**src/rtl/tl_phase_scheduler.sv**
```systemverilog
// Four-approach traffic-light phase scheduler with turn and side/pedestrian phases.
// Optional emergency preemption is built in when the macro TL_EMG_PREEMPT_EN is defined.
module tl_phase_scheduler #(
   parameter int T_MIN_MAIN = 19,
   parameter int T_YELLOW   = 4,
   parameter int T_ALLRED   = 1,
   parameter int T_TURN     = 14,
   parameter int T_SIDE     = 9
) (
   input  logic       clk,
   input  logic       rst,
   input  logic       req_turn,
   input  logic       req_side,
   input  logic       req_ped,
   input  logic       emg_req,
   output logic [2:0] light_M1,
   output logic [2:0] light_M2,
   output logic [2:0] light_M1Turn,
   output logic [2:0] light_Side,
   output logic       ped_walk,
   output logic       emg_active,
   output logic [3:0] phase
);

   typedef enum logic [3:0] {
      MAIN_GRN = 4'd0,
      M2_YEL   = 4'd1,
      TURN_GRN = 4'd2,
      TURN_YEL = 4'd3,
      M1_YEL   = 4'd4,
      MAIN_YEL = 4'd5,
      ALLRED   = 4'd6,
      SIDE_GRN = 4'd7,
      SIDE_YEL = 4'd8
   } state_t;

   localparam logic [4:0] C_MIN  = 5'(T_MIN_MAIN);
   localparam logic [4:0] C_YEL  = 5'(T_YELLOW);
   localparam logic [4:0] C_AR   = 5'(T_ALLRED);
   localparam logic [4:0] C_TURN = 5'(T_TURN);
   localparam logic [4:0] C_SIDE = 5'(T_SIDE);

   localparam logic [2:0] RED = 3'b100;
   localparam logic [2:0] YEL = 3'b010;
   localparam logic [2:0] GRN = 3'b001;

   state_t     state, state_nxt;
   logic [4:0] cnt, cnt_nxt;
   logic       turn_pend, side_pend, ped_pend;
   logic       emg;
   logic       enter_turn, enter_side;

`ifdef TL_EMG_PREEMPT_EN
   assign emg = emg_req;
`else
   logic unused_emg;
   assign unused_emg = emg_req;
   assign emg        = 1'b0;
`endif

   // Lamp code order: M1, M2, M1Turn, Side; illegal codes fall back to all red.
   function automatic logic [11:0] lamps(input state_t s);
      case (s)
         MAIN_GRN: lamps = {GRN, GRN, RED, RED};
         M2_YEL:   lamps = {GRN, YEL, RED, RED};
         TURN_GRN: lamps = {GRN, RED, GRN, RED};
         TURN_YEL: lamps = {GRN, RED, YEL, RED};
         M1_YEL:   lamps = {YEL, RED, RED, RED};
         MAIN_YEL: lamps = {YEL, YEL, RED, RED};
         SIDE_GRN: lamps = {RED, RED, RED, GRN};
         SIDE_YEL: lamps = {RED, RED, RED, YEL};
         default:  lamps = {RED, RED, RED, RED};
      endcase
   endfunction

   always_comb begin
      state_nxt = state;
      case (state)
         MAIN_GRN: if (cnt == C_MIN && !emg) begin
            if (turn_pend)                  state_nxt = M2_YEL;
            else if (side_pend || ped_pend) state_nxt = MAIN_YEL;
         end
         M2_YEL:   if (cnt == C_YEL) state_nxt = TURN_GRN;
         TURN_GRN: if (emg || cnt == C_TURN) state_nxt = TURN_YEL;
         // Under preemption M1 keeps its green rather than handing over to the side road.
         TURN_YEL: if (cnt == C_YEL)
            state_nxt = ((side_pend || ped_pend) && !emg) ? M1_YEL : MAIN_GRN;
         M1_YEL,
         MAIN_YEL: if (cnt == C_YEL) state_nxt = ALLRED;
         ALLRED:   if (cnt == C_AR) state_nxt = emg ? MAIN_GRN : SIDE_GRN;
         SIDE_GRN: if (emg || cnt == C_SIDE) state_nxt = SIDE_YEL;
         SIDE_YEL: if (cnt == C_YEL) state_nxt = MAIN_GRN;
         default:  state_nxt = ALLRED;
      endcase
   end

   always_comb begin
      if (state_nxt != state)                      cnt_nxt = 5'd0;
      else if (state == MAIN_GRN && cnt == C_MIN) cnt_nxt = cnt;
      else                                         cnt_nxt = cnt + 5'd1;
   end

   assign enter_turn = (state_nxt == TURN_GRN) && (state != TURN_GRN);
   assign enter_side = (state_nxt == SIDE_GRN) && (state != SIDE_GRN);

   // Outputs are decoded from the next state so they switch on the same edge as it.
   always_ff @(posedge clk) begin
      if (rst) begin
         state      <= MAIN_GRN;
         cnt        <= 5'd0;
         turn_pend  <= 1'b0;
         side_pend  <= 1'b0;
         ped_pend   <= 1'b0;
         {light_M1, light_M2, light_M1Turn, light_Side} <= lamps(MAIN_GRN);
         ped_walk   <= 1'b0;
         emg_active <= 1'b0;
         phase      <= 4'd0;
      end else begin
         state      <= state_nxt;
         cnt        <= cnt_nxt;
         turn_pend  <= enter_turn ? 1'b0 : (turn_pend || (req_turn && state != TURN_GRN));
         side_pend  <= enter_side ? 1'b0 : (side_pend || (req_side && state != SIDE_GRN));
         ped_pend   <= enter_side ? 1'b0 : (ped_pend  || (req_ped  && state != SIDE_GRN));
         {light_M1, light_M2, light_M1Turn, light_Side} <= lamps(state_nxt);
         ped_walk   <= (state_nxt == SIDE_GRN) && ((state == SIDE_GRN) ? ped_walk : ped_pend);
         emg_active <= emg;
         phase      <= state_nxt;
      end
   end

endmodule

```
**config.mk**
```make
export PLATFORM = sky130hd
export DESIGN_NAME = tl_phase_scheduler
export DESIGN_NICKNAME = d
export VERILOG_FILES = /design/src/rtl/tl_phase_scheduler.sv
export SDC_FILE = /design/constraint.sdc
export NUM_CORES = 1
export LEC_CHECK = 0
export ABC_AREA = 1
export CORE_MARGIN = 1.5
export CORE_UTILIZATION = 50
export DETAILED_ROUTE_END_ITERATION = 6
export HOLD_SLACK_MARGIN = 0.06
export PLACE_DENSITY = 0.84
export REMOVE_ABC_BUFFERS = 1
export SLEW_MARGIN = 20
export SYNTH_ARGS = -nofsm -noshare
export SYNTH_HDL_FRONTEND = slang
export SYNTH_SLANG_ARGS = --single-unit
```
**constraint.sdc**
```tcl
create_clock -name clk -period 1.8 [get_ports clk]
set_input_delay 0.36 -clock clk [delete_from_list [all_inputs] [get_ports clk]]
set_output_delay 0.36 -clock clk [all_outputs]
set_load 0.05 [all_outputs]
```
Word level (Yosys, flattened, before mapping). Memory sizes are Yosys's and may differ from the RTL's. A register that Yosys moved wholly into a read port is not among the register bits. Index checks and enable logic that the tools add are counted. Widths: inputs -> output; s select.

Add/subtract/negate cells: 1. Equal/unequal tests: 18. Multiplexer cells: 13. Reduce and logical (&&, ||, !) cells: 16.

Operators with widths (count): $mux 4 (10); $pmux 4 s8 (1); $eq 4x3->1 const B (5); $eq 4x2->1 const B (3); $eq 5x4->1 const B (2); $reduce_or 2->1 (4); $logic_and 1x1->1 (7); $add 5x1->5 const B (1); $eq 5x1->1 const B (1); $eq 5x3->1 const B (1); $eq 5x5->1 const B (1); $eq 4x1->1 const B (1); $eq 4x4->1 const B (1); $logic_not 4->1 (1); $logic_or 1x1->1 (4); $ne 4x2->1 const B (1); $ne 4x3->1 const B (1); $ne 4x4->1 (1); $mux 3 (1); $mux 1 (1).

Flip-flop bits (word level): 13. Bits in read-only memories: 192. Input port bits: 6. Output and inout bits: 18. Word-level logic and storage cells: 55. Memories kept: 1.

Memories: (name not given) (depth 16, bits a word 12, read ports 1, clocked after memory_dff 1, wr ports 0, RTL line 63) `case (s)`.

Logic depth before layout (Yosys ltp). Gate-level depths: netlist of the first run.

Depth in word-level cells: 8. Mapped depth: 13. Gate-level depth less buffers: 13.

Least setup slack after synthesis of the first run. OpenSTA, ideal clock, no wires.

Path type: register to register. Start: register state[2]. End: register cnt[0]. Setup time: 64 ps. Arrival time: 1650 ps. Required time: 1736 ps. Slack: 86 ps. Stages on the path, launching flop included: 11. Buffers on the path: 0. Period minus slack after synthesis: 1714 ps. Cells stage by stage: dfxtp_1 > inv_1 > nand2_2 > nor2_1 > nand2_1 > nand3_2 > nor2_2 > nor2_1 > nor2_1 > nand2_2 > nor2_1.

Cells in the longest elaborated chain, start to end: 6. Elaborated cells between the ends (all ways): 24. Classes of those cells: eq/ne (9); mux (11); reduce/logical (4).

RTL lines: start, declared (RTL line 47) `state_t state, state_nxt;`; start signal, assigned (RTL line 119) `state <= state_nxt;`; $mux 4 (RTL line 81) `else if (side_pend || ped_pend) state_nxt = MAIN_YEL;`; $mux 4 (RTL line 80) `if (turn_pend) state_nxt = M2_YEL;`; $mux 4 (RTL line 79) `MAIN_GRN: if (cnt == C_MIN && !emg) begin`; $pmux 4 s8 (RTL line 78) `case (state)`; $ne 4x4->1 (RTL line 98) `if (state_nxt != state) cnt_nxt = 5'd0;`; $reduce_or 2->1 (no line); end signal, assigned (RTL line 120) `cnt <= cnt_nxt;`; end, declared (RTL line 48) `logic [4:0] cnt, cnt_nxt;`.

Parallel ways exist; a longest one is shown, timed or not. A chain may end at the register's enable or synchronous reset.

Final worst setup path of the first run.
Start: register cnt[0]. End: register ped_walk.

Cells in the longest elaborated chain, start to end: 5. Elaborated cells between the ends (all ways): 16. Classes of those cells: eq/ne (6); mux (9); reduce/logical (1).

RTL lines: $eq 5x3->1, or another cell as far along; $mux 4, or another cell as far along (RTL line 92) `SIDE_YEL: if (cnt == C_YEL) state_nxt = MAIN_GRN;`; $pmux 4 s8 (*) (RTL line 78); $eq 4x3->1 (*) (RTL line 125) `ped_walk <= (state_nxt == SIDE_GRN) && ((state == SIDE_GRN) ? ped_walk : ped_pend);`; $logic_and 1x1->1 (*) (RTL line 125); end signal, assigned (RTL line 125); end, declared (RTL line 20) `output logic ped_walk,`.

Mark *: on every way between the ends. The rest lies on a longest branch, timed or not.

==> results of run 1 <==
## power by group through the flow
stage          logic (W)  registers, W  clock network (W)
6_report        0.000192      0.000597           0.000256
3_3_place_gp    0.000185      0.000609                  0
3_5_place_dp    0.000189      0.000610                  0
5_1_grt         0.000213      0.000602           0.000293
4_1_cts         0.000184      0.000597           0.000269
2_1_floorplan  0.0000920      0.000647                  0
## cell families after synthesis
family,Yosys count
muxes,1
and+or+nand+nor,108
xor gates and xnor gates,4
AOI/OAI and AO/OA,12
other,1
DFF,25
buffers and inverters,27
adders and majority gates,4
## flip-flops by register name, summed over array words and instances, names as in the netlist
name / flops
light_M1: 3
cnt: 5
light_M2: 3
turn_pend: 1
light_Side: 3
light_M1Turn: 3
ped_walk: 1
state: 4
side_pend: 1
ped_pend: 1
## worst min-delay path: cells and delay by family (launching register included)
kind	cells	cell delay, ps
AOI/OAI and AO/OA	1	40
DFF	1	350
and+or+nand+nor	1	70
## what timing repair did
item,4_1_cts,5_1_grt
resized for setup,12,11
buffers inserted,0,3
pin swaps,0,5
setup endpoints to repair,12,11
## layout make-up
| type | instances | area, µm² |
|---|---|---|
| well taps | 30 | 37.54 |
| clock inverters | 1 | 7.507 |
| multi-input cells | 130 | 666.9 |
| flip-flops and latches | 25 | 505.5 |
| clock buffers | 3 | 22.52 |
| inverters | 23 | 86.33 |
| fillers | 218 | 865.8 |
| repair buffers | 27 | 240.2 |
## synthesized netlist by cell type (all sizes together)
| library cell | number | area [µm²] |
|---|---|---|
| nand2 | 47 | 196.4 |
| a21oi | 5 | 25.02 |
| nor2 | 43 | 186.4 |
| dfxtp | 25 | 500.5 |
| xor2 | 4 | 35.03 |
| clkbuf | 1 | 3.750 |
| conb | 1 | 3.750 |
| inv | 23 | 86.33 |
| o21a | 1 | 7.510 |
| mux2i | 1 | 10.01 |
| nor3 | 2 | 10.01 |
| nand3 | 14 | 80.08 |
| o21ai | 6 | 30.03 |
| nor4 | 2 | 12.51 |
| buf | 3 | 30.03 |
| ha | 4 | 50.05 |
## placed cells by master (no fill, tap or decap)
| cell type | netlist | routed |
|---|---|---|
| nand2_1 | 39 | 37 |
| nor2_1 | 35 | 33 |
| dfxtp_1 | 25 | 23 |
| inv_1 | 19 | 18 |
| nand3_1 | 12 | 12 |
| dlygate4sd2_1 | 0 | 12 |
| nand2_2 | 8 | 10 |
| buf_4 | 1 | 10 |
| nor2_2 | 7 | 8 |
| o21ai_0 | 6 | 6 |
| inv_2 | 4 | 5 |
| a21oi_1 | 5 | 5 |
| xor2_1 | 4 | 4 |
| clkdlybuf4s50_1 | 0 | 4 |
| clkbuf_4 | 0 | 3 |
| nor2_4 | 1 | 2 |
| nand3_2 | 2 | 2 |
| nor4_1 | 2 | 2 |
| nor3_1 | 2 | 2 |
| ha_1 | 4 | 2 |
| ha_2 | 0 | 2 |
| o21a_1 | 1 | 1 |
| mux2i_1 | 1 | 1 |
| conb_1 | 1 | 1 |
| clkinvlp_4 | 0 | 1 |
| dfxtp_4 | 0 | 1 |
| dfxtp_2 | 0 | 1 |
| buf_12 | 0 | 1 |
## per-layer routing
layer	wire length, µm	share of wire, %
met1	1188	48
met2	1146	47
met3	91	3.7
met4	27	1.1
met5	0	0
## final timing paths
path	endpoint	startpoint	depth (start not counted)
hold / removal	side_pend	side_pend	2
hold reg to reg	side_pend	side_pend	2
setup reg to reg	ped_walk	cnt[0]	10
setup / recovery	ped_walk	cnt[0]	10
## through the flow
step	hold WS, ps	power (W)
after global routing	552.1	0.001108
after detailed placement	459.7	0.0007985
final	490.4	0.001045
after global placement	457.8	0.0007934
after floorplan	432.4	0.0007386
after CTS	494.7	0.001049
==> metrics.md, run 1 <==
| Metric | Value |
|---|---|
| Drt first-iter violations | 30 |
| Setup Crit Path Kind | flop to flop |
| DP HPWL | 1969 µm |
| Count of input and output buffers | 21 |
| P_sw | 0.0003158 W |
| Leak | 0.7628 nW |
| Simple-gate area share of the yosys netlist | 38.30% |
| I/O pin count | 24 |
| Flops & latches, synth | 25 |
| Core area | 2432 µm² |
| RSZ-0062 raised after global routing | true |
| Clock power frac | 24.5% |
| Main combinational cell family by area after synthesis | simple AND/OR/NAND/NOR gates |
| Distinct cells, synth | 22 |
| Root buffer cell | clkbuf_4 |
| Synth Area in Compound Gates | 4.936% |
| Reg power frac | 57.2% |
| Non-Filler Instances | 239 |
| Post-route ant nets | 0 |
| Mux cell area share after synthesis | 0.7897% |
| PnR worst setup slack | 129.7 ps |
| Hold WC Path Type | flop to flop |
| Setup TNS | 0 ps |
| Slowest Stage Delay on Critical Path | 390 ps |
| Initial Utilization | 52.11% |
| Final period util | 92.79% |
| Die area | 2846 µm² |
| Worst path required time | 2050 ps |
| H-tree depth | 1 |
| Mapped Area | 1267 µm² |
| Internal | 0.0007293 W |
| Hold Vio Cnt, Final | 0 |
| GRT Resource Usage Total | 20.15% |
| GR peak layer | met2 |
| Vias in the first global route | 988 |
| Area growth, synth to finish | 23.59% |
| Final #Nets | 220 |
| Cell area after layout | 1567 µm² |
| Clock skew | 5.037 ps |
| Crit path arrival time | 1920 ps |
| Row count | 18 |
| CTS tree | built |
| Num CTS Buffers | 3 |
| VDD IR max | 0.6600 mV |
| Dpl cells | 232 |
| Net switching share of the total power | 30.21% |
| Reg clk slew, reported paths | 140 ps |
| First-pass GRT wire length | 4174 µm |
| Worst skew pair latency | 320 ps |
| Worst-path cell chain | ha_2, nand2_1, nor2_2, nand3_1, nand2_2, inv_1, nand2_2, buf_4, nand2_1, nor3_1 |
| Die width | 53.35 µm |
| Largest net degree at the start of global routing | 16 |
| Met2 Use GR | 33.74% |
| Post-Route Utilization | 64.40% |
| Post-Syn Area per Cell | 6.964 µm² |
| Initial DRT Pass Iterations | 4 |
| Clock sinks | 25 |
| Register area share after synthesis | 39.49% |
| Critical path's slowest cell | dfxtp_4 |
| Met1 Use GR | 25.99% |
| Post-placement cell area | 1504 µm² |
| Synth warn | 0 |
| CP Capture Type | flop |
| Die H | 53.35 µm |
| Antenna violations before repair | 0 |
| XOR/XNOR Fraction of Synth Area | 2.764% |
| Synth Instances | 182 |
| Final RePlAce weighted congestion | 0.8982 |
| Status | completed |
| DRC violations left | 0 |
| Gate power share | 18.4% |
| Worst reg-to-reg setup slack | 130 ps |
| Crit-path max FO | 4 |
| Cts hold-fix bufs | 0 |
| Fmax | 0.5987 GHz |
| Ant diodes | 0 |
| Layout cells sized above 1 | 22.01% |
| Final wirelength | 2453 µm |
| Pins Over Slew Limit | 0 |
| Mean routed wirelength per cell | 10.26 µm |
| Finish-stage setup viols | 0 |
| Longest Clk Path Bufs | 2 |
| Vias | 1,125 |
| Pre-CTS WS | 82.67 ps |
| Synthesized-area fraction occupied by adder cells | 3.949% |
| Vias per cell | 4.707 |
| Remaining Overflow, GRT | 0 |
| Cell family with most CP delay | simple AND/OR/NAND/NOR gates |
| Bufs and invs on worst path | 2 |
| Crit path time final | 1670 ps |
| Max cap viols | 0 |
| P per Cell Area | 667.2 nW/µm² |
| CP startpoint kind | flop |
| GR Util met3 | 2.542% |
(Power assumes the default switching activity.)
==> run 2, diff against run 1 <==
Settings changed: SLEW_MARGIN 20 to default.
==> results of run 2 <==
Same layout as run 1: the final DEF is identical, and so are final timing and power.
